### config.mk
export PLATFORM = sky130hd
export DESIGN_NAME = l2_ctrl
export DESIGN_NICKNAME = d
export VERILOG_FILES = /design/src/rtl/l2_ctrl.sv
export SDC_FILE = /design/constraint.sdc
export NUM_CORES = 2
export LEC_CHECK = 0
export ABC_AREA = 0
export CAP_MARGIN = 20
export CORE_MARGIN = 5
export CORE_UTILIZATION = 40
export CTS_CLUSTER_SIZE = 14
export DETAILED_ROUTE_END_ITERATION = 12
export GPL_ROUTABILITY_DRIVEN = 0
export MAX_ROUTING_LAYER = met4
export SLEW_MARGIN = 5
export SYNTH_ARGS = -nofsm -noshare
export SYNTH_HDL_FRONTEND = slang
export SYNTH_SLANG_ARGS = --single-unit
### constraint.sdc
create_clock -name clk -period 12.9 [get_ports clk]
set_input_delay 1.29 -clock clk [delete_from_list [all_inputs] [get_ports clk]]
set_output_delay 1.29 -clock clk [all_outputs]
set_load 0.05 [all_outputs]
### src/rtl/l2_ctrl.sv
// L2 stream-buffer controller: per-stream prefetch bookkeeping, round-robin
// prefetch request arbitration, per-tile URAM read address generation.
module l2_ctrl #(
    parameter int nstrms          = 64,
    parameter int nstrms_width    = $clog2(nstrms),
    parameter int l2_ncl          = 256,
    parameter int l2_ncl_width    = $clog2(l2_ncl),
    parameter int l2_nstrms       = 16,
    parameter int l2_nstrms_width = $clog2(l2_nstrms),
    parameter int TILES           = nstrms / l2_nstrms
) (
    input  logic                                clk,
    input  logic                                reset,

    input  logic                                i_rst_v,
    output logic                                i_rst_r,
    input  logic [nstrms_width-1:0]             i_rst_sid,

    output logic [nstrms-1:0]                   o_rst_v,
    input  logic [nstrms-1:0]                   o_rst_r,

    input  logic [nstrms-1:0]                   i_rd_v,
    output logic [nstrms-1:0]                   i_rd_r,

    output logic [TILES-1:0]                    o_addr_v,
    input  logic [TILES-1:0]                    o_addr_r,
    output logic [TILES*l2_nstrms_width-1:0]    o_addr_sid,
    output logic [TILES*l2_ncl_width-1:0]       o_addr_ptr,

    output logic                                o_req_v,
    input  logic                                o_req_r,
    output logic [nstrms_width-1:0]             o_req_sid,

    input  logic                                i_rsp_v,
    output logic                                i_rsp_r,
    input  logic [nstrms_width-1:0]             i_rsp_sid
);

    localparam int SDEPTH = l2_ncl / l2_nstrms;
    localparam int SW     = $clog2(SDEPTH);
    localparam int CW     = SW + 1;

    logic [nstrms-1:0]      active;
    logic [nstrms-1:0]      rst_pend;
    logic [nstrms-1:0]      infl_zero;
    logic [nstrms-1:0]      want;
    logic [nstrms-1:0]      rd_cand;
    logic [nstrms-1:0]      rst_hit;
    logic [nstrms*SW-1:0]   rd_idx_all;

    logic                    rst_fire;
    logic                    rsp_fire;
    logic                    req_fire;
    logic                    req_found;
    logic [nstrms_width-1:0] rr_ptr;
    logic [nstrms_width-1:0] req_sid;

    // A stream may only be re-armed once L1 has seen its previous reset and
    // no prefetch for it is still outstanding.
    assign i_rst_r  = !reset & !rst_pend[i_rst_sid] & infl_zero[i_rst_sid];
    assign rst_fire = i_rst_v & i_rst_r;

    assign i_rsp_r  = !reset;
    assign rsp_fire = i_rsp_v & !reset;

    assign o_rst_v  = reset ? '0 : rst_pend;

    assign o_req_v   = |want;
    assign o_req_sid = req_sid;
    assign req_fire  = o_req_v & o_req_r;

    // Round-robin search starting at rr_ptr; index wraps naturally in nstrms_width bits.
    always_comb begin
        req_found = 1'b0;
        req_sid   = rr_ptr;
        for (int i = 0; i < nstrms; i++) begin
            if (!req_found && want[rr_ptr + nstrms_width'(i)]) begin
                req_found = 1'b1;
                req_sid   = rr_ptr + nstrms_width'(i);
            end
        end
    end

    always_ff @(posedge clk) begin
        if (reset) begin
            rr_ptr <= '0;
        end else if (req_fire) begin
            rr_ptr <= req_sid + nstrms_width'(1);
        end
    end

    for (genvar s = 0; s < nstrms; s++) begin : g_strm
        logic          active_q;
        logic          pend_q;
        logic [CW-1:0] filled;
        logic [CW-1:0] inflight;
        logic [SW-1:0] rd_idx;
        logic [CW:0]   occ;
        logic          req_hit;
        logic          rsp_hit;
        logic          rd_hit;

        assign rst_hit[s] = rst_fire & (i_rst_sid == nstrms_width'(s));
        assign req_hit    = req_fire & (req_sid == nstrms_width'(s));
        // Responses with nothing outstanding are dropped.
        assign rsp_hit    = rsp_fire & (i_rsp_sid == nstrms_width'(s)) & (inflight != '0);
        assign rd_hit     = i_rd_r[s];

        assign occ          = {1'b0, filled} + {1'b0, inflight};
        assign active[s]    = active_q;
        assign rst_pend[s]  = pend_q;
        assign infl_zero[s] = (inflight == '0);
        assign want[s]      = !reset & active_q & (occ < (CW+1)'(SDEPTH)) & !rst_hit[s];
        assign rd_cand[s]   = !reset & i_rd_v[s] & active_q & (filled != '0) & !rst_hit[s];
        assign rd_idx_all[s*SW +: SW] = rd_idx;

        always_ff @(posedge clk) begin
            if (reset) begin
                active_q <= 1'b0;
                pend_q   <= 1'b0;
                filled   <= '0;
                inflight <= '0;
                rd_idx   <= '0;
            end else if (rst_hit[s]) begin
                active_q <= 1'b1;
                pend_q   <= 1'b1;
                filled   <= '0;
                rd_idx   <= '0;
            end else begin
                filled   <= filled + CW'(rsp_hit) - CW'(rd_hit);
                inflight <= inflight + CW'(req_hit) - CW'(rsp_hit);
                if (rd_hit) begin
                    rd_idx <= rd_idx + SW'(1);
                end
                if (pend_q & o_rst_r[s]) begin
                    pend_q <= 1'b0;
                end
            end
        end
    end

    for (genvar t = 0; t < TILES; t++) begin : g_tile
        logic [l2_nstrms-1:0]       cand;
        logic [l2_nstrms-1:0]       gnt;
        logic [l2_nstrms_width-1:0] sel;
        logic [SW-1:0]              idx;

        assign cand = rd_cand[t*l2_nstrms +: l2_nstrms];
        // Isolate the lowest set bit: fixed priority to the lowest local id.
        assign gnt  = cand & (~cand + l2_nstrms'(1));

        always_comb begin
            sel = '0;
            idx = '0;
            for (int j = 0; j < l2_nstrms; j++) begin
                if (gnt[j]) begin
                    sel = l2_nstrms_width'(j);
                    idx = rd_idx_all[(t*l2_nstrms + j)*SW +: SW];
                end
            end
        end

        assign o_addr_v[t] = |cand;
        assign o_addr_sid[t*l2_nstrms_width +: l2_nstrms_width] = sel;
        assign o_addr_ptr[t*l2_ncl_width +: l2_ncl_width]       = {sel, idx};
        assign i_rd_r[t*l2_nstrms +: l2_nstrms] = gnt & {l2_nstrms{o_addr_r[t]}};
    end

endmodule

==> impl_results.md <==
* Hold Startpoint: g_strm[4].active_q
* Clk_lat worst skew at 840 ps
* H-tree depth at 3
* Clk buf depth at 3
* Top post-synthesis cells by area: dfxtp_1 (25%), ha_1 (17%), nor2_1 (5.5%), inv_1 (4.9%), xnor2_1 (4.2%)
* Maximum VDD drop at 0.000578 V
* Fillers at 20,200
* Post-detail-place hpwl at 267 mm
* Combinational power share at 52.1%
* Yosys reg bits at 1,030
* Switching Fraction at 47.4%
* DRT Wirelength at 342 mm
* Slew Limit Fails at 0
* Fin. Hold Viols at 0
* Simple-Gate Fraction of Synth Area at 21.0%
* DRC violations left at 0
* Worst EP required at 13,590 ps
* PortBufs at 337
* Syn avg cell area at 8.18 µm²
* RSZ-0062 raised after global routing: no
* Critical Path Max Stage Delay at 1090 ps
* CTS root buf: clkbuf_16
* Initial Util at 40.1%
* Critical-path top delay cell: o41ai_1
* Die height at 466 µm
* Vias in the first global route at 77,400
* Hold Crit Class: reg -> reg
* Initial antenna violation count at 31
* R2R setup slack at 770 ps
* Compound-Gate Fraction of Synth Area at 15.3%
* Worst-path clk slew at 60 ps
* Iter 0 DRT Violations at 9,793
* Synth area leader: dfxtp_1
* Setup crit start: i_rst_sid[0]
* Drt first pass iters at 12
* Pin count of the biggest net entering global routing at 76
* Number of cells after detailed placement at 13,200
* Row cnt at 167
* Cell area after synthesis at 0.0830 mm²
* First-pass GRT wire length at 501 mm
* Cts repair resizes at 0
* Mapped Nets at 11,500
* Global route overflow at 0
* R2R Path End: g_strm[13].inflight[4]
* Avg WL per Cell at 25.5 µm
* Vias at 81,100
* R2r startpoint: g_strm[46].inflight[2]
* Nets at 12,000
* Total track usage at 31.3%
* Seq pwr share at 22.1%
* Die W at 466 µm
* CTS Hold Bufs at 0
* Setup TNS at 0 ps
* R2R depth at 43
* Tcrit/Tclk final at 98.8%
* Synth Area in XOR/XNOR at 7.75%
* Startpoint Class: input pin
* Final Instance Count excl. Fillers at 13,400
* CP endpoint: g_strm[13].inflight[4]
* Final setup vio count at 0
* Die area at 0.217 mm²
* Multiplexer share of the synthesized area at 4.40%
* Post-synthesis adder-cell area fraction at 19.8%
* IO Count at 338
* Main combinational cell family by area after synthesis: simple AND/OR/NAND/NOR gates
* Fin crit period at 12,740 ps
* Worst-Margin Slew at 1330 ps
* Clock power frac at 25.8%
* Fmax at 0.0785 GHz
* Setup Fix Bufs, Post-CTS at 0
* Vias/cell at 6.04
* Post-synth top area share at 24.8%
* Cts bufs inserted at 121
* Mapped Cells at 10,200
* Ys Warns at 0
* Post-synth EDFFs at 0
* Synth cell types at 110
* CTS Sinks at 1,030
* Crit path DAT at 13,430 ps
* Clk_skew at 89.7 ps
* Pwr/cell area at 154 mW/mm²
* Register area share after synthesis at 24.8%
* CTS tree: built
* Predominant post-synthesis flop cell: dfxtp_1
* Outcome: completed
* Max capacitance violation total at 0
* NetSw at 0.00697 W
* Final ANT Viol Nets at 0
* FFs w/ async S/R, synth at 0%
* Relative slew margins at 10.9%
* Final Util at 46.2%
* Area grow syn2layout at 15.2%
* Worst-path fanout max at 38
* Crit Path Category: in -> reg
* Layout cell share with drive strength beyond 1 at 8.58%
* Core Region at 0.207 mm²
* Critical path endpoint category: register
* Pint at 0.00773 W
* Leak Pwr at 42.1 nW
-- sequential cells by signal (all words and copies together) (netlist names) --
register / count
g_strm.filled: 320
g_strm.inflight: 320
g_strm.pend_q: 64
rr_ptr: 6
g_strm.rd_idx: 256
g_strm.active_q: 64
-- through the flow --
stage	power, W	setup WS [ps]	area (µm²)	hold WS (ps)
finish	0.0147	159	95600	453
global route	0.0149	95.3	95600	487
CTS	0.0142	1150	95500	456
detailed placement	0.0104	340	91100	442
global placement	0.0104	311	91100	427
floorplan	0.00695	2000	83000	414
-- cells in the mapped netlist (all sizes together) (94+ instances only) --
| cell type | n |
|---|---|
| clkbuf | 285 |
| a21oi | 537 |
| and2 | 105 |
| fa | 128 |
| o21ai | 377 |
| or3 | 119 |
| nand3 | 330 |
| and3 | 158 |
| dfxtp | 1030 |
| nand4 | 154 |
| inv | 1076 |
| nor4 | 110 |
| o22ai | 94 |
| xor2 | 341 |
| xnor2 | 394 |
| nor2 | 1231 |
| nand2 | 661 |
| a21o | 199 |
| nor2b | 102 |
| nor3 | 184 |
| mux2i | 133 |
| ha | 1109 |
-- cells by family after synthesis --
family                   after synthesis
AND/OR/NAND/NOR                     3510
AO/OA/AOI/OAI                       1922
buffers and inverters               1461
adder cells (fa/ha/maj)             1237
flip-flops                          1030
XOR/XNOR                             735
multiplexers                         262
-- how the worst min path moves through the flow --
stage	end	depth (start not counted)
3_5_place_dp	g_strm[4].active_q	2
5_1_grt	g_strm[63].active_q	2
4_1_cts	g_strm[4].active_q	2
3_3_place_gp	g_strm[4].active_q	2
6_report	g_strm[4].active_q	2
2_1_floorplan	g_strm[4].active_q	2
-- per-layer routing --
layer  wire length, µm  up-vias  track usage, %
met5                 0        -               -
met3             39700     1359            9.92
met2            140000     4472            44.5
met1            133000    38600            37.7
li1                  -    36600               -
met4             29900        0            21.3
-- worst max-delay path, delay by kind of cell --
kind            cells  cell delay, ps
compound gates     12            5530
fa+ha+maj           4            1050
simple gates       14            3780
xor+xnor            1             120
buf+inv             8            1540
-- placed cells by master, fill, tap and decap left out, types with 59 or more instances in the layout --
cell and count:
a22oi_1 60, mux4_2 77, and3_1 158, o22ai_1 93
clkbuf_16 121, xor2_1 340, a21o_1 199, nand2_1 661
and2_1 104, mux2i_1 132, nor2_1 1223, nor3_1 177
nand4_1 154, nor2b_1 102, buf_4 323, nor4b_1 68
dfxtp_1 1027, a31oi_1 65, xnor2_1 383, clkdlybuf4s50_1 327
a211oi_1 69, or3_1 118, nor4_1 94, inv_1 1074
nand3_1 329, or4_1 59, ha_1 1109, fa_1 128
o21ai_0 358, a21oi_1 533
-- area by class of cell --
cell class                 instances  area (µm²)  area share [%]
sequential                      1030       20600            21.6
multi-input combinational       7666       56900            59.5
tap                             2704        3380            3.54
antenna                           30        75.1          0.0785
timing repair buffer             681        6170            6.46
clock buffer                     180        3610            3.77
inverter                        1084        4080            4.26
clock inverter                    50         763           0.798
-- power by group through the flow --
stage	logic (W)	registers, W	clock network, W
2_1_floorplan	0.00365	0.00330	0
3_3_place_gp	0.00712	0.00332	0
3_5_place_dp	0.00711	0.00332	0
4_1_cts	0.00713	0.00325	0.00384
5_1_grt	0.00767	0.00325	0.00397
6_report	0.00766	0.00325	0.00379
Power figures use the tool's default switching activity.
